`src/rtl/tusca_sched_pkg.sv`:
```
// Shared state codes and counter width derivations for the TUSCA measurement scheduler.
package tusca_sched_pkg;

  localparam logic [3:0] ST_INICIAL        = 4'd0;
  localparam logic [3:0] ST_MEDE           = 4'd1;
  localparam logic [3:0] ST_AGUARDA_MEDIDA = 4'd2;
  localparam logic [3:0] ST_TRANSMITE      = 4'd3;
  localparam logic [3:0] ST_AGUARDA_TX     = 4'd4;
  localparam logic [3:0] ST_ESPERA         = 4'd5;
  localparam logic [3:0] ST_CONFIG         = 4'd6;
  localparam logic [3:0] ST_AGUARDA_CONFIG = 4'd7;
  localparam logic [3:0] ST_FALHA          = 4'd8;

  // Attempts never exceed 3, so two bits always hold the count.
  localparam int TENT_W = 2;

  function automatic int largura(input int n);
    return (n < 2) ? 1 : $clog2(n);
  endfunction

endpackage

```
`src/rtl/tusca_sched_medida_contador.sv`:
```
// Generic modulo-M counter with synchronous clear (zera), enable (conta) and terminal flag (fim).
module contador_m
  import tusca_sched_pkg::*;
#(
  parameter int M = 10,
  parameter int W = largura(M)
) (
  input  logic clock,
  input  logic reset,
  input  logic zera,
  input  logic conta,
  output logic fim
);

  logic [W-1:0] valor_q, valor_d;

  assign fim = (valor_q == W'(M - 1));

  always_comb begin
    valor_d = valor_q;
    if (zera)
      valor_d = '0;
    else if (conta)
      valor_d = fim ? '0 : valor_q + 1'b1;
  end

  always_ff @(posedge clock or negedge reset) begin
    if (!reset)
      valor_q <= '0;
    else
      valor_q <= valor_d;
  end

endmodule

```
`src/rtl/tusca_sched_medida.sv`:
```
// Periodic measurement scheduler with timeout/retry and deferred config reception.
// Optional: define TUSCA_TX_FALHA_EN to send a frame after a sensor failure.
module tusca_sched_medida
  import tusca_sched_pkg::*;
#(
  parameter int PERIODO_DELAY  = 100_000_000,
  parameter int TIMEOUT_MEDIDA = 50_000_000,
  parameter int MAX_TENTATIVAS = 3
) (
  input  logic        clock,
  input  logic        reset,
  input  logic        start,
  input  logic        definir_config,
  input  logic        pronto_medida,
  input  logic        erro_medida,
  input  logic        pronto_config,
  input  logic        pronto_transmissao,
  output logic        medir_dht11,
  output logic        receber_config,
  output logic        transmite_medida,
  output logic        falha_sensor,
  output logic        ocupado,
  output logic [3:0]  db_estado,
  output logic [1:0]  db_tentativas
);

  localparam logic [TENT_W-1:0] MAX_T = TENT_W'(MAX_TENTATIVAS);

  logic [3:0]        estado_q, estado_d;
  logic [TENT_W-1:0] tent_q, tent_d, tent_nova;
  logic              pend_q, pend_d;
  logic              start_lat_q, start_lat_d;
  logic              ret_esp_q, ret_esp_d;
  logic              falha_q, falha_d;
  logic              medir_q, medir_d;
  logic              rec_q, rec_d;
  logic              tx_q, tx_d;
  logic              tmo_fim, dly_fim;
  logic              dly_zera, dly_conta;

  contador_m #(.M(TIMEOUT_MEDIDA)) u_timeout (
    .clock (clock),
    .reset (reset),
    .zera  (estado_q == ST_MEDE),
    .conta (estado_q == ST_AGUARDA_MEDIDA),
    .fim   (tmo_fim)
  );

  // The delay count survives a config detour so the period is not stretched.
  assign dly_zera  = (estado_d == ST_ESPERA) && (estado_q != ST_ESPERA)
                     && (estado_q != ST_AGUARDA_CONFIG);
  assign dly_conta = (estado_q == ST_ESPERA) && !pend_q;

  contador_m #(.M(PERIODO_DELAY)) u_delay (
    .clock (clock),
    .reset (reset),
    .zera  (dly_zera),
    .conta (dly_conta),
    .fim   (dly_fim)
  );

  always_comb begin
    estado_d    = estado_q;
    tent_d      = tent_q;
    start_lat_d = start_lat_q;
    ret_esp_d   = ret_esp_q;
    falha_d     = falha_q;
    tent_nova   = tent_q + 1'b1;
    case (estado_q)
      ST_INICIAL: begin
        if (pend_q || definir_config) begin
          estado_d    = ST_CONFIG;
          start_lat_d = start_lat_q | start;
          ret_esp_d   = 1'b0;
        end else if (start || start_lat_q) begin
          estado_d    = ST_MEDE;
          start_lat_d = 1'b0;
          tent_d      = '0;
        end
      end
      ST_MEDE: estado_d = ST_AGUARDA_MEDIDA;
      ST_AGUARDA_MEDIDA: begin
        if (pronto_medida && !erro_medida) begin
          falha_d  = 1'b0;
          estado_d = ST_TRANSMITE;
        end else if (erro_medida || tmo_fim) begin
          tent_d = tent_nova;
          if (tent_nova < MAX_T) begin
            estado_d = ST_MEDE;
          end else begin
            estado_d = ST_FALHA;
            falha_d  = 1'b1;
          end
        end
      end
      ST_TRANSMITE: estado_d = ST_AGUARDA_TX;
      ST_AGUARDA_TX: if (pronto_transmissao) estado_d = ST_ESPERA;
      ST_FALHA: begin
        falha_d = 1'b1;
`ifdef TUSCA_TX_FALHA_EN
        estado_d = ST_TRANSMITE;
`else
        estado_d = ST_ESPERA;
`endif
      end
      ST_ESPERA: begin
        if (pend_q) begin
          estado_d  = ST_CONFIG;
          ret_esp_d = 1'b1;
        end else if (dly_fim) begin
          estado_d = ST_MEDE;
          tent_d   = '0;
        end
      end
      ST_CONFIG: estado_d = ST_AGUARDA_CONFIG;
      ST_AGUARDA_CONFIG: if (pronto_config) estado_d = ret_esp_q ? ST_ESPERA : ST_INICIAL;
      default: estado_d = ST_INICIAL;
    endcase
    // Entry to CONFIG consumes the request, including one arriving that same cycle.
    pend_d  = (pend_q || definir_config) && (estado_d != ST_CONFIG);
    medir_d = (estado_d == ST_MEDE);
    rec_d   = (estado_d == ST_CONFIG);
    tx_d    = (estado_d == ST_TRANSMITE);
  end

  always_ff @(posedge clock or negedge reset) begin
    if (!reset) begin
      estado_q    <= ST_INICIAL;
      tent_q      <= '0;
      pend_q      <= 1'b0;
      start_lat_q <= 1'b0;
      ret_esp_q   <= 1'b0;
      falha_q     <= 1'b0;
      medir_q     <= 1'b0;
      rec_q       <= 1'b0;
      tx_q        <= 1'b0;
    end else begin
      estado_q    <= estado_d;
      tent_q      <= tent_d;
      pend_q      <= pend_d;
      start_lat_q <= start_lat_d;
      ret_esp_q   <= ret_esp_d;
      falha_q     <= falha_d;
      medir_q     <= medir_d;
      rec_q       <= rec_d;
      tx_q        <= tx_d;
    end
  end

  assign medir_dht11      = medir_q;
  assign receber_config   = rec_q;
  assign transmite_medida = tx_q;
  assign falha_sensor     = falha_q;
  assign ocupado          = !((estado_q == ST_INICIAL) || (estado_q == ST_ESPERA));
  assign db_estado        = estado_q;
  assign db_tentativas    = tent_q;

endmodule

```
`config.mk`:
```
export PLATFORM = sky130hd
export DESIGN_NAME = tusca_sched_medida
export DESIGN_NICKNAME = d
export VERILOG_FILES = /design/src/rtl/tusca_sched_pkg.sv /design/src/rtl/tusca_sched_medida_contador.sv /design/src/rtl/tusca_sched_medida.sv
export SDC_FILE = /design/constraint.sdc
export NUM_CORES = 1
export LEC_CHECK = 0
export ABC_AREA = 1
export ABC_CLOCK_PERIOD_IN_PS = 2000
export BUFFER_PORTS_ARGS = -buffer_cell sky130_fd_sc_hd__buf_2
export CAP_MARGIN = 5
export CORE_UTILIZATION = 60
export CTS_CLUSTER_SIZE = 10
export DETAILED_ROUTE_END_ITERATION = 16
export PLACE_DENSITY_LB_ADDON = 0.25
export SYNTH_ARGS = -nofsm -noshare
export SYNTH_HDL_FRONTEND = slang
export SYNTH_SLANG_ARGS = --single-unit
```
`constraint.sdc`:
```
create_clock -name clock -period 2 [get_ports clock]
set_clock_uncertainty 0.1 [all_clocks]
set_input_delay 0.4 -clock clock [delete_from_list [all_inputs] [get_ports clock]]
set_output_delay 0.4 -clock clock [all_outputs]
set_load 0.02 [all_outputs]
```
==> impl_metrics.json <==
{
  "outcome": "complete, no violations",
  "row_count": 30,
  "critPathRequiredTime_ns": 1.50,
  "die_w_um": 85.8,
  "p_comb_frac": 0.370,
  "setup_viol_count_final": 0,
  "drc": 0,
  "layout.nets": 615,
  "grt_overflow_total": 0,
  "path_class": "reg2out",
  "stdcell_area_um2": 4700,
  "dr.pass1.iters": 6,
  "swShare": 0.417,
  "cp-start-kind": "register",
  "vias": 4019,
  "drtIter0Drc": 348,
  "hold_violations": 0,
  "fillerInstances": 570,
  "ff2ff_path_depth": 9,
  "clock_path_buffers": 2,
  "fmaxAchievable_ghz": 0.524,
  "synth_cell_types": 40,
  "initial_core_util": 0.620,
  "final_cell_mix": "nand2_1, inv_1, dfrtp_1",
  "startpoint": "db_estado[2]$_DFF_PN0_",
  "die_area_um2": 7360,
  "io_buffers": 18,
  "via_per_inst": 5.70,
  "synthFlopType": "dfrtp_1",
  "grt_use_total": 0.294,
  "n_antenna_cell": 0,
  "synth_top_family_by_area": "simple AND/OR/NAND/NOR gates",
  "coreArea_um2": 6790,
  "antenna_found_initial": 0,
  "synthMuxAreaShare": 0,
  "tightestPinTransition_ns": 0.444,
  "grt_pass1_vias": 3808,
  "seq_power_share": 0.400,
  "irDropWorstVdd_v": 0.000861,
  "synth-warning-count": 0,
  "multi_input_area_um2": 2200,
  "p_per_area_nw_per_um2": 1060,
  "pre_cts_ws_ns": 0.122,
  "finalCritPeriodShare": 0.955,
  "place_congestion": 0.952,
  "syn-instance-count": 569,
  "cts_root_buf": "clkbuf_8",
  "die-height_um": 85.8,
  "synth-simple-area-share": 0.410,
  "max_slew_margin": 0.703,
  "numClockSinks": 66,
  "place_area_um2": 4440,
  "synthAdderAreaFrac": 0.00891,
  "hold_path_class": "in2reg",
  "netlist_area_um2": 4210,
  "synth_area_per_cell_um2": 7.41,
  "areaGrowthSynthToFinish_pct": 11.4,
  "endpoint_kind": "output pin",
  "wl_um": 10100,
  "crit_end": "ocupado",
  "avgRoutedWirePerCell_um": 14.4,
  "async_reset_ff_frac": 1.00,
  "synthXorXnorAreaFrac": 0.0208,
  "synth_edf_count": 0,
  "r2r_slack_ns": 0.14,
  "setup_ws_ns": 0.0908,
  "p_int_mw": 2.90,
  "ff_latch_area_um2": 1660,
  "drv_slew": 0,
  "clock_power_share": 0.230,
  "grt_max_degree": 67,
  "numCtsBuffers": 9,
  "power.leakage_nw": 2.21,
  "syn_nets": 580,
  "postRouteAntennaNets": 0,
  "netSwitchingPower_mw": 2.07,
  "min_period_ns": 1.91,
  "r2r-start": "db_estado[2]$_DFF_PN0_",
  "clk_pin_slew_ns": 0.07,
  "grt_pass1_wl_um": 17100,
  "layout-drive-gt1-share": 0.187,
  "maxCapViolations": 0,
  "critPathArrivalTime_ns": 1.41,
  "io_pins": 19,
  "h-tree-depth": 3,
  "cts_tree": "built",
  "dp_hpwl_um": 7370,
  "cp_max_fo": 4,
  "ys_seq_elements": 66,
  "timing.rr.end": "u_timeout.valor_q[15]$_DFFE_PN0P_",
  "ys_seq_area_frac": 0.392,
  "clk_latency_ns": 0.34,
  "synth_compound_area_frac": 0.0805,
  "mostFrequentLayoutCell": "nand2_1"
}
## cell type report
class,instances,share of cell area
clock inverters,2,0.00746
repair buffers,29,0.0400
clock buffers,14,0.0346
inverters,85,0.0711
flip-flops and latches,66,0.353
multi-input cells,413,0.469
well taps,96,0.0256
## logic make-up after synthesis
| kind of cell | after synthesis |
|---|---|
| buffers and inverters | 90 |
| adders and majority gates | 3 |
| xor gates and xnor gates | 10 |
| and+or+nand+nor | 338 |
| AOI/OAI and AO/OA | 62 |
| DFF | 66 |
## synthesized netlist by cell type (2+ instances only)
| master | number | area (um^2) |
|---|---|---|
| o22ai_1 | 4 | 25.0 |
| inv_1 | 69 | 259 |
| buf_6 | 2 | 22.5 |
| a31oi_1 | 2 | 12.5 |
| nor2_4 | 8 | 90.1 |
| nor2_1 | 59 | 221 |
| a21oi_1 | 18 | 90.1 |
| nand4_1 | 22 | 138 |
| a21o_1 | 2 | 15.0 |
| o21ai_0 | 14 | 70.1 |
| nand2_1 | 124 | 465 |
| buf_4 | 2 | 15.0 |
| nand2_4 | 5 | 56.3 |
| nand3b_1 | 2 | 15.0 |
| nand3_4 | 3 | 52.6 |
| dfrtp_1 | 66 | 1650 |
| nand3_1 | 51 | 255 |
| nor3_1 | 22 | 110 |
| xor2_1 | 9 | 78.8 |
| o21ai_1 | 17 | 85.1 |
| nand2_2 | 14 | 87.6 |
| nand3_2 | 3 | 30.0 |
| ha_1 | 3 | 37.5 |
| or2_2 | 3 | 18.8 |
| nor3_2 | 5 | 50.1 |
| nor4_1 | 4 | 25.0 |
| nor3b_1 | 2 | 15.0 |
| nor2_2 | 8 | 50.1 |
| inv_2 | 12 | 45.0 |
| inv_4 | 4 | 25.0 |
## worst min path at each step
stage,end,start,cells after the start,slack [ns]
2_1_floorplan,db_estado[0]$_DFF_PN0_,reset,0,0.004
3_5_place_dp,u_delay.valor_q[15]$_DFFE_PN0P_,reset,2,0.35
6_report,start_lat_q$_DFFE_PN0P_,start,3,0.28
3_3_place_gp,u_timeout.valor_q[20]$_DFFE_PN0P_,reset,2,0.34
4_1_cts,start_lat_q$_DFFE_PN0P_,start,3,0.28
5_1_grt,start_lat_q$_DFFE_PN0P_,start,3,0.30
## critical path, cell delays in order, from the launching register on
cell and delay, ns:
dfrtp_1 0.43, inv_2 0.08, nor2_4 0.16, nand3_2 0.12, inv_2 0.10, nor2_1 0.04
buf_2 0.15
## per-layer routing
metal / GRT usage / part of all wire / wire (um)
met4: 0.135 / 0.028 / 282
met5: 0 / 0 / 0
met3: 0.0510 / 0.056 / 569
met1: 0.389 / 0.44 / 4430
met2: 0.475 / 0.48 / 4840
## power groups by stage
stage / clock, mW / combinational, mW / sequential, mW
finish: 1.14 / 1.84 / 1.99
detailed placement: 0 / 1.75 / 1.99
CTS: 1.15 / 1.76 / 1.96
global placement: 0 / 1.70 / 1.97
global route: 1.20 / 2.05 / 2.02
floorplan: 0 / 1.33 / 1.98
## registers in the layout, summed over array words and instances, names as in the netlist
signal             flops
u_delay.valor_q       27
u_timeout.valor_q     26
db_estado              4
db_tentativas          2
falha_sensor           1
medir_dht11            1
pend_q                 1
receber_config         1
ret_esp_q              1
start_lat_q            1
transmite_medida       1
## through the flow
stage | hold WS (ns) | TNS [ns] | instances | power, mW | util
2_1_floorplan | 0.00441 | 0 | 569 | 3.31 | -
3_3_place_gp | 0.344 | 0 | 684 | 3.67 | 0.653
3_5_place_dp | 0.351 | 0 | 684 | 3.74 | 0.653
4_1_cts | 0.281 | 0 | 701 | 4.88 | 0.684
5_1_grt | 0.295 | -0.00826 | 705 | 5.27 | 0.691
6_report | 0.278 | 0 | 705 | 4.97 | 0.691
## repair_timing
action | 4_1_cts | 5_1_grt
buffers inserted | 0 | 4
hold buffers | 1 | 0
endpoints found under the hold margin | 66 | 0
setup endpoints to repair | 0 | 5
gates resized for setup | 0 | 8
(Power assumes the default switching activity.)
